### src/rtl/bus_uart_pkg.sv
// Shared definitions for the bus_uart peripheral: register map, STATUS bit
// positions, serial FSM state encoding and the divisor clamp helper.
package bus_uart_pkg;

  // Word index within the block (bus_addr).
  localparam logic [1:0] RegTx   = 2'd0;
  localparam logic [1:0] RegRx   = 2'd1;
  localparam logic [1:0] RegStat = 2'd2;
  localparam logic [1:0] RegDiv  = 2'd3;

  // STATUS register bit positions.
  localparam int unsigned StatTxFull   = 0;
  localparam int unsigned StatTxBusy   = 1;
  localparam int unsigned StatRxValid  = 2;
  localparam int unsigned StatOverrun  = 3;
  localparam int unsigned StatFrameErr = 4;
  localparam int unsigned StatTxIrqEn  = 5;
  localparam int unsigned StatWidth    = 6;

  // Both serial FSMs walk the same frame shape.
  typedef enum logic [1:0] {
    Idle  = 2'd0,
    Start = 2'd1,
    Data  = 2'd2,
    Stop  = 2'd3
  } uart_state_e;

  typedef uart_state_e tx_state_e;
  typedef uart_state_e rx_state_e;

  // The half-bit wait of the receiver needs at least two clocks per bit.
  function automatic logic [15:0] clamp_div(input logic [15:0] value);
    return (value < 16'd2) ? 16'd2 : value;
  endfunction

endpackage

### src/rtl/bus_uart_fifo.sv
// Synchronous FIFO with combinational head read. Full/empty come from
// read/write pointers carrying one extra wrap bit. A push into a full FIFO
// is accepted when a pop happens in the same cycle.
module bus_uart_fifo #(
  parameter int DEPTH = 16,
  parameter int WIDTH = 8
) (
  input  logic                     clock,
  input  logic                     reset,
  input  logic                     push,
  input  logic                     pop,
  input  logic [WIDTH-1:0]         data_w,
  output logic [WIDTH-1:0]         data_r,
  output logic                     full,
  output logic                     empty,
  output logic [$clog2(DEPTH):0]   count
);

  localparam int AW = $clog2(DEPTH);

  logic [WIDTH-1:0] mem [DEPTH];
  logic [AW:0]      wr_ptr;
  logic [AW:0]      rd_ptr;
  logic             do_push;
  logic             do_pop;

  assign empty   = (wr_ptr == rd_ptr);
  assign full    = (wr_ptr[AW] != rd_ptr[AW]) && (wr_ptr[AW-1:0] == rd_ptr[AW-1:0]);
  assign count   = wr_ptr - rd_ptr;
  assign do_pop  = pop & ~empty;
  assign do_push = push & (~full | do_pop);
  assign data_r  = mem[rd_ptr[AW-1:0]];

  // Pointer update on accepted push/pop.
  // NOTE: sequential state uses non-blocking assignments so every flop samples pre-edge values.
  always_ff @(posedge clock) begin
    if (reset) begin
      wr_ptr <= '0;
      rd_ptr <= '0;
    end else begin
      if (do_push) wr_ptr <= wr_ptr + 1'b1;
      if (do_pop)  rd_ptr <= rd_ptr + 1'b1;
    end
  end

  // Storage write.
  // NOTE: the array is deliberately not reset; the pointers alone define which entries are valid.
  always_ff @(posedge clock) begin
    if (do_push) mem[wr_ptr[AW-1:0]] <= data_w;
  end

endmodule

### src/rtl/bus_uart.sv
// Memory-mapped UART: TX FIFO, single-entry RX holding register, STATUS and
// baud divisor registers on a word-addressed bus with registered read data.
// Build option: define BUS_UART_RX_EN to include the receiver; without it
// rxd is ignored and all RX state reads as 0.
module bus_uart
  import bus_uart_pkg::*;
#(
  parameter int CLK_DIV    = 868,
  parameter int FIFO_DEPTH = 16
) (
  input  logic        clock,
  input  logic        reset,
  input  logic        sel,
  input  logic [1:0]  bus_addr,
  input  logic [31:0] bus_data_w,
  input  logic [3:0]  bus_mask_w,
  output logic [31:0] bus_data_r,
  output logic        txd,
  input  logic        rxd,
  output logic        irq
);

  localparam int CW = $clog2(FIFO_DEPTH) + 1;

  logic                  wr, wr_tx, wr_rx, wr_stat, wr_div;
  logic [15:0]           div;
  logic                  tx_irq_en;
  logic                  fifo_full, fifo_empty, tx_pop;
  logic [7:0]            fifo_head;
  logic [CW-1:0]         fifo_count;
  logic [15:0]           tx_count;
  logic                  tx_busy;
  logic                  rx_valid, overrun, frame_err;
  logic [7:0]            rx_byte;
  logic [StatWidth-1:0]  status;
  logic [31:0]           rd_word;
  logic                  unused_ok;

  tx_state_e   tx_state, tx_state_n;
  logic [15:0] tx_cnt, tx_cnt_n;
  logic [2:0]  tx_bit, tx_bit_n;
  logic [7:0]  tx_shift, tx_shift_n;
  logic        txd_n;

  assign wr      = sel & (|bus_mask_w);
  assign wr_tx   = wr & (bus_addr == RegTx) & bus_mask_w[0];
  assign wr_rx   = wr & (bus_addr == RegRx);
  assign wr_stat = wr & (bus_addr == RegStat) & bus_mask_w[0];
  assign wr_div  = wr & (bus_addr == RegDiv) & (bus_mask_w[1:0] == 2'b11);

  // Divisor and TX interrupt enable registers.
  always_ff @(posedge clock) begin
    if (reset) begin
      div       <= 16'(CLK_DIV);
      tx_irq_en <= 1'b0;
    end else begin
      if (wr_div)  div       <= clamp_div(bus_data_w[15:0]);
      if (wr_stat) tx_irq_en <= bus_data_w[StatTxIrqEn];
    end
  end

  bus_uart_fifo #(.DEPTH(FIFO_DEPTH), .WIDTH(8)) u_fifo (
    .clock  (clock),
    .reset  (reset),
    .push   (wr_tx),
    .pop    (tx_pop),
    .data_w (bus_data_w[7:0]),
    .data_r (fifo_head),
    .full   (fifo_full),
    .empty  (fifo_empty),
    .count  (fifo_count)
  );

  assign tx_count = 16'(fifo_count);
  assign tx_busy  = (tx_state != Idle) | (tx_count != 16'd0);

  // TX next state: each state lasts div clocks counted down from div-1, so a
  // new divisor is picked up when the next bit period is loaded.
  // NOTE: every combinational output gets a default first, so no path can infer a latch.
  always_comb begin
    tx_state_n = tx_state;
    tx_cnt_n   = tx_cnt;
    tx_bit_n   = tx_bit;
    tx_shift_n = tx_shift;
    txd_n      = txd;
    tx_pop     = 1'b0;
    unique case (tx_state)
      Idle: begin
        txd_n = 1'b1;
        if (!fifo_empty) begin
          tx_pop     = 1'b1;
          tx_shift_n = fifo_head;
          tx_cnt_n   = div - 16'd1;
          tx_state_n = Start;
          txd_n      = 1'b0;
        end
      end
      Start: begin
        if (tx_cnt == 16'd0) begin
          tx_state_n = Data;
          tx_bit_n   = 3'd0;
          tx_cnt_n   = div - 16'd1;
          txd_n      = tx_shift[0];
        end else begin
          tx_cnt_n = tx_cnt - 16'd1;
        end
      end
      Data: begin
        if (tx_cnt == 16'd0) begin
          tx_cnt_n = div - 16'd1;
          if (tx_bit == 3'd7) begin
            tx_state_n = Stop;
            txd_n      = 1'b1;
          end else begin
            tx_bit_n   = tx_bit + 3'd1;
            tx_shift_n = tx_shift >> 1;
            txd_n      = tx_shift[1];
          end
        end else begin
          tx_cnt_n = tx_cnt - 16'd1;
        end
      end
      Stop: begin
        if (tx_cnt == 16'd0) tx_state_n = Idle;
        else                 tx_cnt_n   = tx_cnt - 16'd1;
      end
      default: tx_state_n = Idle;
    endcase
  end

  // TX state register; txd is registered so the line never glitches.
  always_ff @(posedge clock) begin
    if (reset) begin
      tx_state <= Idle;
      tx_cnt   <= '0;
      tx_bit   <= '0;
      tx_shift <= '0;
      txd      <= 1'b1;
    end else begin
      tx_state <= tx_state_n;
      tx_cnt   <= tx_cnt_n;
      tx_bit   <= tx_bit_n;
      tx_shift <= tx_shift_n;
      txd      <= txd_n;
    end
  end

`ifdef BUS_UART_RX_EN
  logic [1:0]  rx_sync;
  logic        rx_s, rx_done;
  rx_state_e   rx_state, rx_state_n;
  logic [15:0] rx_cnt, rx_cnt_n;
  logic [2:0]  rx_bit, rx_bit_n;
  logic [7:0]  rx_shift, rx_shift_n;

  assign rx_s = rx_sync[1];

  // Two-flop synchronizer for the asynchronous serial input (idles high).
  always_ff @(posedge clock) begin
    if (reset) rx_sync <= 2'b11;
    else       rx_sync <= {rx_sync[0], rxd};
  end

  // RX next state: Start is the half-bit confirmation of the start bit; data
  // and stop are then sampled at whole-bit intervals from that midpoint.
  always_comb begin
    rx_state_n = rx_state;
    rx_cnt_n   = rx_cnt;
    rx_bit_n   = rx_bit;
    rx_shift_n = rx_shift;
    rx_done    = 1'b0;
    unique case (rx_state)
      Idle: begin
        if (!rx_s) begin
          rx_state_n = Start;
          rx_cnt_n   = (div >> 1) - 16'd1;
        end
      end
      Start: begin
        if (rx_cnt == 16'd0) begin
          if (!rx_s) begin
            rx_state_n = Data;
            rx_bit_n   = 3'd0;
            rx_cnt_n   = div - 16'd1;
          end else begin
            rx_state_n = Idle;
          end
        end else begin
          rx_cnt_n = rx_cnt - 16'd1;
        end
      end
      Data: begin
        if (rx_cnt == 16'd0) begin
          rx_shift_n = {rx_s, rx_shift[7:1]};
          rx_cnt_n   = div - 16'd1;
          if (rx_bit == 3'd7) rx_state_n = Stop;
          else                rx_bit_n   = rx_bit + 3'd1;
        end else begin
          rx_cnt_n = rx_cnt - 16'd1;
        end
      end
      Stop: begin
        if (rx_cnt == 16'd0) begin
          rx_done    = 1'b1;
          rx_state_n = Idle;
        end else begin
          rx_cnt_n = rx_cnt - 16'd1;
        end
      end
      default: rx_state_n = Idle;
    endcase
  end

  // RX state register.
  always_ff @(posedge clock) begin
    if (reset) begin
      rx_state <= Idle;
      rx_cnt   <= '0;
      rx_bit   <= '0;
      rx_shift <= '0;
    end else begin
      rx_state <= rx_state_n;
      rx_cnt   <= rx_cnt_n;
      rx_bit   <= rx_bit_n;
      rx_shift <= rx_shift_n;
    end
  end

  // Holding register and error flags: software pop/clear first, hardware
  // events last so they win a same-cycle collision.
  always_ff @(posedge clock) begin
    if (reset) begin
      rx_valid  <= 1'b0;
      rx_byte   <= '0;
      overrun   <= 1'b0;
      frame_err <= 1'b0;
    end else begin
      rx_valid  <= rx_valid & ~wr_rx;
      overrun   <= overrun & ~(wr_stat & bus_data_w[StatOverrun]);
      frame_err <= frame_err & ~(wr_stat & bus_data_w[StatFrameErr]);
      if (rx_done) begin
        if (!rx_s) begin
          frame_err <= 1'b1;
        end else if (rx_valid & ~wr_rx) begin
          overrun <= 1'b1;
        end else begin
          rx_byte  <= rx_shift;
          rx_valid <= 1'b1;
        end
      end
    end
  end

  assign unused_ok = &{1'b0, bus_data_w[31:16]};
`else
  assign rx_valid  = 1'b0;
  assign overrun   = 1'b0;
  assign frame_err = 1'b0;
  assign rx_byte   = 8'h00;
  assign unused_ok = &{1'b0, bus_data_w[31:16], rxd};
`endif

  assign status[StatTxFull]   = fifo_full;
  assign status[StatTxBusy]   = tx_busy;
  assign status[StatRxValid]  = rx_valid;
  assign status[StatOverrun]  = overrun;
  assign status[StatFrameErr] = frame_err;
  assign status[StatTxIrqEn]  = tx_irq_en;

  // Side-effect-free read mux.
  always_comb begin
    rd_word = '0;
    unique case (bus_addr)
      RegTx:   rd_word = {16'b0, tx_count};
      RegRx:   rd_word = {rx_valid, 23'b0, rx_byte};
      RegStat: rd_word = {{(32 - StatWidth){1'b0}}, status};
      RegDiv:  rd_word = {16'b0, div};
      default: rd_word = '0;
    endcase
  end

  // Registered read data and interrupt.
  always_ff @(posedge clock) begin
    if (reset) begin
      bus_data_r <= '0;
      irq        <= 1'b0;
    end else begin
      bus_data_r <= sel ? rd_word : 32'h0;
      irq        <= rx_valid | (fifo_empty & tx_irq_en);
    end
  end

endmodule

### config.mk
export PLATFORM = sky130hd
export DESIGN_NAME = bus_uart
export DESIGN_NICKNAME = d
export VERILOG_FILES = /design/src/rtl/bus_uart_pkg.sv /design/src/rtl/bus_uart_fifo.sv /design/src/rtl/bus_uart.sv
export SDC_FILE = /design/constraint.sdc
export NUM_CORES = 1
export LEC_CHECK = 0
export CAP_MARGIN = 40
export CORE_ASPECT_RATIO = 0.7
export CORE_MARGIN = 2
export CORE_UTILIZATION = 35
export DETAILED_ROUTE_END_ITERATION = 16
export GPL_ROUTABILITY_DRIVEN = 0
export GPL_TIMING_DRIVEN = 1
export PLACE_DENSITY_LB_ADDON = 0.15
export REMOVE_ABC_BUFFERS = 1
export SLEW_MARGIN = 20
export SYNTH_ARGS = -nofsm -noshare
export SYNTH_HDL_FRONTEND = slang
export SYNTH_SLANG_ARGS = --single-unit
### constraint.sdc
create_clock -name clock -period 2.7 [get_ports clock]
set_input_delay 0.54 -clock clock [delete_from_list [all_inputs] [get_ports clock]]
set_output_delay 0.54 -clock clock [all_outputs]
set_load 0.005 [all_outputs]
==> key figures, run 1 <==
Status
  – Outcome: completed

Routing
  – Detail Route met2 WL: between 9 and 10 mm
  – Detailed-routing iteration count for the pre-antenna-repair pass: 7
  – Met3 Wirelength: about 1.3 mm
  – Post-route ant nets: 0
  – DR DRC count: 0
  – Average routed wire per standard cell: 20.1 um
  – Routed wire length: ~23 mm
  – Uppermost routed layer: met4
  – Count of routing violations after the opening detailed-route iteration: approximately 530
  – Routed met1 length: about 12 mm
  – Vias: between 6000 and 7000
  – Ratio of routed vias to standard cells: approximately 5.3

Die
  – Die area: roughly 27000 sq um
  – Die width: a little under 200 um
  – Height of the die: between 100 and 150 um
  – Number of placement rows: between 40 and 50
  – Effective utilization at floorplan: 0.354
  – Boundary Pins: 76
  – Area of the core: roughly 26000 sq um

Logic synthesis
  – Count of distinct cell types in the synthesized netlist: 63
  – Mapped Avg Cell Area: ~12 sq um
  – Leading register cell type out of synthesis: sky130_fd_sc_hd__edfxtp_1
  – Number of flip-flops and latches in the synthesized netlist: 206
  – Ys Warns: 0
  – Synthesized instance count: about 730
  – Largest cells by area after synthesis: sky130_fd_sc_hd__edfxtp_1, sky130_fd_sc_hd__dfxtp_1, sky130_fd_sc_hd__mux4_2
  – Simple-gate area share of the yosys netlist: 0.113
  – Fraction of synthesized cell area in xor and xnor cells: 0.0242
  – Leading area contributor after synthesis: sky130_fd_sc_hd__edfxtp_1
  – Share of the yosys chip area belonging to registers: 0.597
  – Synth Area in Compound Gates: 0.106
  – Post-Synth Adder-Cell Area: 0.0257
  – Combinational family with the most area after synthesis: simple AND/OR/NAND/NOR gates
  – Number of flops mapped to enable cells by yosys: roughly 130
  – Multiplexer fraction of the synthesized cell area: 0.0927
  – Share of Yosys cell area claimed by the top area cell type: 0.424
  – FFs w/ async S/R, synth: 0
  – Cell Area, Synth: between 9000 and 10000 sq um

Layout
  – Layout Area Growth over Synthesis: 19.5%
  – Final core utilization: 0.423
  – Final-layout fill cell count: roughly 2300
  – Fraction of layout cells with a size suffix above 1: 0.148
  – Final non-filler cell area: 10800 sq um
  – Number of nets at the end of the flow: 876

Timing
  – RSZ-0062 raised after global routing: false
  – Minimum period implied by the final worst setup slack: ~2.6 ns
  – Final setup violation count: 0
  – Transition at the pin with the smallest max-transition slack: 0.627 ns
  – Aggregate negative setup slack: 0 ns
  – Worst setup skew after layout: ~0.009 ns
  – Min Hold Slack: 0.452 ns
  – Final Max Slew Viols: 0
  – F_max: between 0.3 and 0.4 GHz
  – Part of the cycle the worst path needs: 0.958
  – Endpoints failing hold: 0
  – Rel. slew slack: 0.571

Setup path
  – Max Fanout on Critical Path: 15
  – Critical path endpoint category: register
  – Logic depth of the worst register-to-register path: 5
  – Data required, critical path: between 3 and 4 ns
  – Worst EP arrival: 2.97 ns
  – Critical path class: reg -> reg
  – Launch point of the worst reg-to-reg path: tx_cnt[10]$_SDFFE_PP0P_
  – Worst Setup Start Kind: register
  – Reg-to-reg critical path endpoint: tx_shift[6]$_SDFFE_PP0P_
  – Minimum setup slack among reg-to-reg paths: 0.11 ns

Clocking
  – CTS tree: built
  – Number of clock sinks seen by CTS: slightly above 200
  – Clock edge transition at the registers on the reported setup and hold paths: 0.06 ns
  – Maximum buffer depth of the clock tree: 3
  – Clock buffer count from CTS: 23
  – Maximum level of the CTS H-tree: 1
  – Hold-fix buffer count after cts: 0
  – Clock insertion delay at the later pin of the skew report: 0.50 ns
  – Buffer cell driving the clock tree root: sky130_fd_sc_hd__clkbuf_16

Hold path
  – Sink of the worst hold path: tx_cnt[13]$_SDFFE_PP0P_
  – Hold Crit Class: reg -> reg
  – Origin of the worst min-delay path: tx_cnt[13]$_SDFFE_PP0P_
  – Number of stages on the worst hold path: 2

Flow run
  – Number of max-cap violations: 0

Power and ir drop
  – Flop pwr share: 0.398
  – PwrDens: ~840 nW/um^2
  – Net Sw Frac: 0.307
  – Relative contribution of combinational cells to total power: 0.273
  – Worst IR Drop VDD: between 0.4 and 0.5 mV
  – Pleak: roughly 0.0038 uW
  – Clock network fraction of design power: 0.329
  – Cell-internal power: 6290 uW
  – Switching power: around 2800 uW

GRT
  – Pin count of the biggest net entering global routing: 46
  – Vias in the first global route: around 6000
  – First-pass GRT wire length: 35.7 mm
  – Global Route Usage Sum: 0.172
  – Congestion Overflow GR: 0
  – Number of antenna violations at the first check in global routing: 0

Place
  – Placed wire-length estimate after detailed placement: roughly 16 mm
  – Port Buf Inserts: 40
  – Placed standard-cell area: 10100 sq um
## synthesized netlist by cell type, types with 5 or more instances
cell type and number:
sky130_fd_sc_hd__a221oi_1 13, sky130_fd_sc_hd__o21ai_0 28, sky130_fd_sc_hd__o22ai_1 8, sky130_fd_sc_hd__nor3_1 26, sky130_fd_sc_hd__xor2_1 11, sky130_fd_sc_hd__dfxtp_1 78
sky130_fd_sc_hd__inv_1 20, sky130_fd_sc_hd__buf_2 5, sky130_fd_sc_hd__mux2i_1 40, sky130_fd_sc_hd__nor4_1 8, sky130_fd_sc_hd__a21oi_1 33, sky130_fd_sc_hd__nor2_1 76
sky130_fd_sc_hd__and2_1 12, sky130_fd_sc_hd__xnor2_1 14, sky130_fd_sc_hd__nand3_1 15, sky130_fd_sc_hd__nand2_1 39, sky130_fd_sc_hd__edfxtp_1 128, sky130_fd_sc_hd__ha_1 17
sky130_fd_sc_hd__or3_1 5, sky130_fd_sc_hd__a32o_1 5, sky130_fd_sc_hd__a22oi_1 13, sky130_fd_sc_hd__clkbuf_1 24, sky130_fd_sc_hd__mux4_2 19, sky130_fd_sc_hd__nand4_1 8
sky130_fd_sc_hd__buf_4 17
## per-layer routing
layer | up-vias | global-route usage
li1 | 2894 | -
met1 | 3076 | 0.264
met2 | 206 | 0.250
met3 | 28 | 0.0258
met4 | 0 | 0.0486
met5 | - | 0
## placed cells by master, fill, tap and decap left out, types with 26 or more instances in the layout
master	instances
sky130_fd_sc_hd__o21ai_0	28
sky130_fd_sc_hd__nor3_1	26
sky130_fd_sc_hd__mux2i_1	40
sky130_fd_sc_hd__nor2_1	75
sky130_fd_sc_hd__a21oi_1	33
sky130_fd_sc_hd__edfxtp_1	128
sky130_fd_sc_hd__nand2_1	39
sky130_fd_sc_hd__clkdlybuf4s50_1	39
sky130_fd_sc_hd__buf_4	53
sky130_fd_sc_hd__dfxtp_1	77
## worst max path at each step
| stage | slack [ns] | to | start | depth (start not counted) |
|---|---|---|---|---|
| 6_report | 0.11 | tx_shift[6]$_SDFFE_PP0P_ | tx_cnt[10]$_SDFFE_PP0P_ | 5 |
| 5_1_grt | 0.01 | tx_shift[0]$_SDFFE_PP0P_ | tx_cnt[10]$_SDFFE_PP0P_ | 5 |
| 4_1_cts | 0.09 | txd$_SDFFE_PP1P_ | tx_cnt[10]$_SDFFE_PP0P_ | 5 |
| 3_5_place_dp | -0.02 | div[5]$_SDFFE_PP1P_ | bus_data_w[6] | 5 |
| 3_3_place_gp | 0.03 | div[5]$_SDFFE_PP1P_ | bus_data_w[6] | 5 |
| 2_1_floorplan | -0.08 | tx_shift[7]$_SDFFE_PP0P_ | register | 4 |
## critical path, stage by stage (launching register included)
cell                      delay [ns]
sky130_fd_sc_hd__dfxtp_1        0.36
sky130_fd_sc_hd__or4_1          0.68
sky130_fd_sc_hd__or3_1          0.56
sky130_fd_sc_hd__nor4_4         0.23
sky130_fd_sc_hd__o21ai_2        0.24
sky130_fd_sc_hd__a311o_1        0.41
## through the flow
stage / worst slack (ns) / instances / total power [uW]
floorplan: -0.0796 / 695 / 5240
global placement: 0.0341 / 1121 / 6040
detailed placement: -0.0230 / 1121 / 6120
CTS: 0.0858 / 1162 / 9120
global route: 0.0121 / 1163 / 9510
finish: 0.113 / 1164 / 9070
## flip-flops by register name, indices dropped and copies added (netlist names), named ones only
| signal | cells |
|---|---|
| u_fifo.mem | 128 |
| bus_data_r | 16 |
| div | 16 |
| tx_cnt | 16 |
| tx_shift | 8 |
| u_fifo.rd_ptr | 5 |
| u_fifo.wr_ptr | 5 |
| tx_bit | 3 |
| tx_state | 2 |
| irq | 1 |
| tx_irq_en | 1 |
| txd | 1 |
## power groups by stage
stage	logic, uW	clock network, uW	registers, uW
6_report	2480	2980	3610
5_1_grt	2700	3190	3630
2_1_floorplan	1480	0	3750
4_1_cts	2450	3060	3610
3_5_place_dp	2440	0	3670
3_3_place_gp	2380	0	3660
## layout make-up
| cell class | count | area (sq um) | share of cell area |
|---|---|---|---|
| well taps | 331 | 414 | 0.0383 |
| flip-flops and latches | 206 | 5410 | 0.500 |
| inverters | 22 | 82.6 | 0.00763 |
| diodes | 1 | 2.50 | 0.000231 |
| clock inverters | 10 | 76.3 | 0.00705 |
| clock buffers | 31 | 647 | 0.0598 |
| multi-input cells | 467 | 3350 | 0.309 |
| repair buffers | 96 | 848 | 0.0784 |
## cell families after synthesis
| logic type | Yosys count |
|---|---|
| AO/OA/AOI/OAI | 136 |
| buffers and inverters | 74 |
| flip-flops | 206 |
| multiplexers | 60 |
| AND/OR/NAND/NOR | 212 |
| other | 1 |
| XOR/XNOR | 25 |
| adder cells (fa/ha/maj) | 18 |
## timing repair
| item | CTS | global route |
|---|---|---|
| setup endpoints to repair | 0 | 3 |
| resized for setup | 0 | 3 |
| setup buffers | 0 | 0 |
No activity file was read; power rests on OpenSTA's default activity.
==> run 2: changes to the inputs <==
--- a/config.mk
+++ b/config.mk
@@ -7,7 +7,7 @@
 export LEC_CHECK = 0
 export CAP_MARGIN = 40
 export CORE_ASPECT_RATIO = 0.7
-export CORE_MARGIN = 2
+export CORE_MARGIN = 1.5
 export CORE_UTILIZATION = 35
 export DETAILED_ROUTE_END_ITERATION = 16
 export GPL_ROUTABILITY_DRIVEN = 0
==> key figures, run 2 (synthesis gave the netlist of run 1 again) <==
Status
  – Outcome: completed (unchanged)

Power and ir drop
  – Design Power: 9060 uW (was 9070 uW)
  – PwrDens: 841 nW/um^2 (was 838 nW/um^2)
  – Pleak: 0.00374 uW (was 0.00376 uW)
  – Worst IR Drop VDD: 0.447 mV (was 0.468 mV)

Clocking
  – Clock insertion delay at the later pin of the skew report: 0.51 ns (was 0.50 ns)
  – Buffer cell driving the clock tree root: sky130_fd_sc_hd__clkbuf_16 (unchanged)
  – Setup repair bufs after CTS: 0 (unchanged)
  – Clock edge transition at the registers on the reported setup and hold paths: 0.06 ns (about the same)
  – CTS tree: built (unchanged)
  – Maximum buffer depth of the clock tree: 3 (unchanged)
  – Clock buffer count from CTS: 22 (was 23)
  – Number of clock sinks seen by CTS: 206 (unchanged)
  – Maximum level of the CTS H-tree: 1 (unchanged)

Setup path
  – Worst path cell trace: inv_1, ha_1, fa_1, xnor2_1, or4b_2, o311ai_1, o31ai_1 (was or4_1, or3_1, nor4_4, o21ai_2, a311o_1)
  – Critical Path Max Stage Delay: 0.62 ns (was 0.68 ns)
  – Critical path class: reg -> reg (unchanged)
  – Crit path buffers/inverters: 1 (was 0)
  – Critical-path cell with the highest stage delay: sky130_fd_sc_hd__or4b_2 (was sky130_fd_sc_hd__or4_1)
  – Worst Setup Start Kind: register (unchanged)
  – Data required, critical path: 3.08 ns (was 3.09 ns)
  – Worst EP arrival: 2.89 ns (was 2.97 ns)
  – Delay-heaviest family, CP: adder cells (was simple AND/OR/NAND/NOR gates)
  – Max Fanout on Critical Path: 5 (was 15)
  – Critical path endpoint category: register (unchanged)

Timing
  – F_max: 0.399 GHz (was 0.386 GHz)
  – Transition at the pin with the smallest max-transition slack: 0.716 ns (was 0.627 ns)
  – RSZ-0062 raised after global routing: false (unchanged)
  – Final Max Slew Viols: 0 (unchanged)
  – Minimum period implied by the final worst setup slack: 2.51 ns (was 2.59 ns)
  – Worst setup skew after layout: 0.0137 ns (was 0.00880 ns)
  – Rel. slew slack: 0.511 (was 0.571)
  – Aggregate negative setup slack: 0 ns (unchanged)
  – Final setup violation count: 0 (unchanged)
  – Endpoints failing hold: 0 (unchanged)
  – Part of the cycle the worst path needs: 0.928 (was 0.958)

Die
  – Number of placement rows: 49 (unchanged)
  – Height of the die: 138 um (was 139 um)
  – Die area: 26900 sq um (was 27200 sq um)
  – Boundary Pins: 76 (unchanged)
  – Effective utilization at floorplan: 0.354 (unchanged)
  – Die width: 195 um (was 196 um)
  – Area of the core: 25600 sq um (unchanged)

Place
  – Placed wire-length estimate after detailed placement: 16.3 mm (was 16.5 mm)
  – Port Buf Inserts: 40 (unchanged)
  – Placed standard-cell area: 10000 sq um (was 10100 sq um)

Layout
  – Commonest non-fill, non-tap cell in the layout: sky130_fd_sc_hd__edfxtp_1 (unchanged)
  – Final non-filler cell area: 10800 sq um (about the same)
  – Number of flip-flops under the largest register name: 128 (unchanged)
  – Number of nets at the end of the flow: 873 (was 876)
  – Layout Area Growth over Synthesis: 19.1% (was 19.5%)
  – Ant. Diodes: 0 (was 1)
  – Sequential cell area: 5410 sq um (unchanged)
  – Top library cells by usage in the layout, fill and taps aside: sky130_fd_sc_hd__edfxtp_1, sky130_fd_sc_hd__dfxtp_1, sky130_fd_sc_hd__nor2_1 (unchanged)
  – Area of combinational cells with multiple inputs: 3350 sq um (about the same)
  – Fraction of layout cells with a size suffix above 1: 0.144 (was 0.148)
  – Final-layout fill cell count: 2363 (was 2348)

GRT
  – Number of antenna violations at the first check in global routing: 0 (unchanged)
  – Vias in the first global route: 5874 (was 6084)
  – First-pass GRT wire length: 34.9 mm (was 35.7 mm)
  – Global Route Usage Sum: 0.173 (was 0.172)
  – Congestion Overflow GR: 0 (unchanged)
  – Pin count of the biggest net entering global routing: 46 (unchanged)

Routing
  – Detailed-routing iteration count for the pre-antenna-repair pass: 7 (unchanged)
  – Count of routing violations after the opening detailed-route iteration: 617 (was 533)
  – Routed wire length: 23.2 mm (was 23.4 mm)
  – DR DRC count: 0 (unchanged)
  – Average routed wire per standard cell: 20.0 um (was 20.1 um)
  – Ratio of routed vias to standard cells: 5.31 (was 5.33)
  – Post-route ant nets: 0 (unchanged)
  – Vias: 6162 (was 6204)

Flow run
  – Number of max-cap violations: 0 (unchanged)

Hold path
  – Hold Crit Class: reg -> reg (unchanged)
-- run 2: cell type report --
class	instances	area share
Clock buffer	33	0.0570
Tap cell	331	0.0384
Multi-Input combinational cell	467	0.311
Timing Repair Buffer	94	0.0761
Sequential cell	206	0.501
Inverter	22	0.00766
Clock inverter	7	0.00882
-- run 2: power breakdown --
group	leakage, uW	internal, uW	switching [uW]
Combinational	0.00160	1020	1450
Clock	0.000351	1770	1210
Sequential	0.00178	3490	124
-- run 2: worst paths after layout --
check	slack (ns)	depth (start not counted)	startpoint	endpoint
setup / recovery	0.19	7	u_fifo.wr_ptr[0]$_SDFFE_PP0P_	bus_data_r[1]$_SDFF_PP0_
hold / removal	0.47	2	tx_cnt[13]$_SDFFE_PP0P_	tx_cnt[13]$_SDFFE_PP0P_
setup reg to reg	0.19	7	u_fifo.wr_ptr[0]$_SDFFE_PP0P_	bus_data_r[1]$_SDFF_PP0_
hold reg to reg	0.47	2	tx_cnt[13]$_SDFFE_PP0P_	tx_cnt[13]$_SDFFE_PP0P_
-- run 2: metrics by stage --
step | hold WS (ns) | utilization | cells | setup WS [ns]
final | 0.468 | 0.422 | 1160 | 0.194
after global routing | 0.500 | 0.422 | 1160 | 0.0699
after CTS | 0.466 | 0.421 | 1159 | 0.0775
after detailed placement | 0.458 | 0.393 | 1119 | 0.0668
after global placement | 0.444 | 0.393 | 1119 | 0.113
after floorplan | 0.425 | - | 695 | -0.0796
-- run 2: worst reg2reg max path: cells and delay by family (launching register included) --
family | cells | cell delay (ns)
compound gates | 2 | 0.41
xor+xnor | 1 | 0.17
fa+ha+maj | 2 | 0.64
buf+inv | 1 | 0.12
flops | 1 | 0.41
simple gates | 1 | 0.62
-- run 2: per-layer routing --
layer	up-vias	global-route usage	share of wire
met5	-	0	0
met4	0	0.0487	0.027
met3	38	0.0223	0.041
met1	3064	0.268	0.51
li1	2890	-	-
met2	170	0.250	0.42
-- run 2: what timing repair did --
action	in CTS	in global routing
hold buffers	0	0
resized for setup	0	4
endpoints found under the setup margin	0	3
==> run 3: changes to the inputs <==
--- a/config.mk
+++ b/config.mk
@@ -12,7 +12,7 @@
 export DETAILED_ROUTE_END_ITERATION = 16
 export GPL_ROUTABILITY_DRIVEN = 0
 export GPL_TIMING_DRIVEN = 1
-export PLACE_DENSITY_LB_ADDON = 0.15
+export PLACE_DENSITY = 0.58
 export REMOVE_ABC_BUFFERS = 1
 export SLEW_MARGIN = 20
 export SYNTH_ARGS = -nofsm -noshare
==> key figures, run 3 (synthesis gave the netlist of run 1 again) <==
Status
  – Outcome: completed (unchanged)

Layout
  – Number of nets at the end of the flow: 873 (unchanged)
  – Number of flip-flops under the largest register name: 128 (unchanged)
  – Top library cells by usage in the layout, fill and taps aside: sky130_fd_sc_hd__edfxtp_1, sky130_fd_sc_hd__dfxtp_1, sky130_fd_sc_hd__nor2_1 (unchanged)
  – Commonest non-fill, non-tap cell in the layout: sky130_fd_sc_hd__edfxtp_1 (unchanged)
  – Layout Area Growth over Synthesis: 18.6% (was 19.1%)
  – Fraction of layout cells with a size suffix above 1: 0.135 (was 0.144)
  – Number of cells in the finished layout apart from fillers: 1160 (unchanged)
  – Ant. Diodes: 0 (unchanged)

GRT
  – Number of antenna violations at the first check in global routing: 0 (unchanged)
  – Met1 demand-to-capacity share in global routing: 0.261 (was 0.268)
  – Global Route Usage Sum: 0.163 (was 0.173)
  – First-pass GRT wire length: 33.2 mm (was 34.9 mm)
  – Layer carrying the most global-route usage: met1 (unchanged)
  – Pin count of the biggest net entering global routing: 37 (was 46)
  – Met2 track utilization from global routing: 0.229 (was 0.250)
  – Congestion Overflow GR: 0 (unchanged)
  – Grt met3 use: 0.0211 (was 0.0223)
  – Vias in the first global route: 5633 (was 5874)

Timing
  – F_max: 0.390 GHz (was 0.399 GHz)
  – RSZ-0062 raised after global routing: false (unchanged)
  – Minimum period implied by the final worst setup slack: 2.56 ns (was 2.51 ns)
  – Worst setup skew after layout: 0.0144 ns (was 0.0137 ns)
  – Part of the cycle the worst path needs: 0.950 (was 0.928)
  – Final Max Slew Viols: 0 (unchanged)
  – Transition at the pin with the smallest max-transition slack: 0.736 ns (was 0.716 ns)
  – Final setup violation count: 0 (unchanged)
  – Rel. slew slack: 0.497 (was 0.511)
  – Post-route worst setup slack: 0.136 ns (was 0.194 ns)
  – Endpoints failing hold: 0 (unchanged)

Routing
  – DR DRC count: 0 (unchanged)
  – Detailed-routing iteration count for the pre-antenna-repair pass: 5 (was 7)
  – Count of routing violations after the opening detailed-route iteration: 540 (was 617)
  – Vias: 6074 (was 6162)
  – Average routed wire per standard cell: 18.8 um (was 20.0 um)
  – Ratio of routed vias to standard cells: 5.24 (was 5.31)
  – Post-route ant nets: 0 (unchanged)
  – Routed wire length: 21.8 mm (was 23.2 mm)

Clocking
  – Maximum level of the CTS H-tree: 1 (unchanged)
  – Buffer cell driving the clock tree root: sky130_fd_sc_hd__clkbuf_16 (unchanged)
  – Maximum buffer depth of the clock tree: 3 (unchanged)
  – Setup repair bufs after CTS: 0 (unchanged)
  – Clock insertion delay at the later pin of the skew report: 0.50 ns (was 0.51 ns)
  – CTS tree: built (unchanged)
  – Number of clock sinks seen by CTS: 206 (unchanged)
  – Clock edge transition at the registers on the reported setup and hold paths: 0.06 ns (about the same)
  – Clock buffer count from CTS: 22 (unchanged)

Setup path
  – Data required, critical path: 3.08 ns (about the same)
  – Worst Setup Start Kind: register (unchanged)
  – Worst EP arrival: 2.95 ns (was 2.89 ns)
  – Max Fanout on Critical Path: 18 (was 5)
  – Critical path class: reg -> reg (unchanged)
  – Worst path cell trace: or4_1, or3_1, o31ai_4, buf_4, o21ai_0, a32o_1 (was inv_1, ha_1, fa_1, xnor2_1, or4b_2, o311ai_1, o31ai_1)
  – Critical-path cell with the highest stage delay: sky130_fd_sc_hd__or4_1 (was sky130_fd_sc_hd__or4b_2)
  – Critical path endpoint category: register (unchanged)
  – Critical Path Max Stage Delay: 0.64 ns (was 0.62 ns)

Power and ir drop
  – Pleak: 0.00372 uW (was 0.00374 uW)
  – Worst IR Drop VDD: 0.470 mV (was 0.447 mV)
  – PwrDens: 826 nW/um^2 (was 841 nW/um^2)

Place
  – Setup slack after placement: 0.0246 ns (was 0.0668 ns)
  – Port Buf Inserts: 40 (unchanged)
  – Placed wire-length estimate after detailed placement: 15.1 mm (was 16.3 mm)
  – Total placed cells including tap cells: 1120 (was 1119)

Hold path
  – Hold Crit Class: in -> reg (was reg -> reg)

Die
  – Area of the core: 25600 sq um (unchanged)
  – Die width: 195 um (unchanged)
  – Number of placement rows: 49 (unchanged)
  – Die area: 26900 sq um (unchanged)
  – Height of the die: 138 um (unchanged)
  – Boundary Pins: 76 (unchanged)
  – Effective utilization at floorplan: 0.354 (unchanged)

Flow run
  – Number of max-cap violations: 0 (unchanged)
[run 3: cell types whose count changed in the layout (fill, tap and decap cells not counted), moves of 2 or more]
| cell | previous run | this run |
|---|---|---|
| sky130_fd_sc_hd__bufinv_16 | 2 | 0 |
| sky130_fd_sc_hd__clkbuf_1 | 7 | 11 |
| sky130_fd_sc_hd__clkbuf_16 | 22 | 24 |
| sky130_fd_sc_hd__clkbuf_2 | 2 | 0 |
[run 3: final cells by class]
type,count,area (sq um)
Fill cell,2363,14800
Sequential cell,206,5410
Multi-Input combinational cell,467,3340
Timing Repair Buffer,94,813
Clock buffer,37,669
Tap cell,331,414
Inverter,22,82.6
Clock inverter,3,13.8
[run 3: through the flow]
step	area, sq um	utilization	power (uW)	setup TNS (ns)	hold WS (ns)
after floorplan	8820	-	5240	-0.220	0.425
after global placement	10100	0.393	6030	0	0.446
after detailed placement	10100	0.393	6050	0	0.449
after CTS	10700	0.420	8910	0	0.413
after global routing	10700	0.420	9300	0	0.435
final	10700	0.420	8870	0	0.419
[run 3: critical path, delay by kind of cell, from the launching register on]
family          cells  cell delay, ns
compound gates      3            0.65
buf+inv             1            0.26
flops               1            0.34
simple gates        2            1.20
[run 3: worst paths after layout]
path	startpoint	endpoint	slack [ns]	depth (start not counted)
worst max-delay path	tx_cnt[11]$_SDFFE_PP0P_	tx_cnt[8]$_SDFFE_PP0P_	0.14	6
worst min-delay path	reset	u_fifo.wr_ptr[1]$_SDFFE_PP0P_	0.42	2
worst max register to register	tx_cnt[11]$_SDFFE_PP0P_	tx_cnt[8]$_SDFFE_PP0P_	0.14	6
worst min register to register	tx_cnt[13]$_SDFFE_PP0P_	tx_cnt[13]$_SDFFE_PP0P_	0.45	2
[run 3: layer usage]
metal	wire length, um	vias to the layer above
met5	0	-
met4	440	0
met3	1000	27
met2	8830	162
met1	11500	2980
li1	-	2905
[run 3: what timing repair did]
action	4_1_cts	5_1_grt
hold buffers	0	0
endpoints found under the setup margin	0	1
resized for setup	0	1
[run 3: report_power, final]
group / switching (uW) / total (uW) / internal (uW)
Combinational: 1420 / 2410 / 989
Clock: 1170 / 2850 / 1680
Sequential: 112 / 3600 / 3490
Total: 2700 / 8870 / 6160
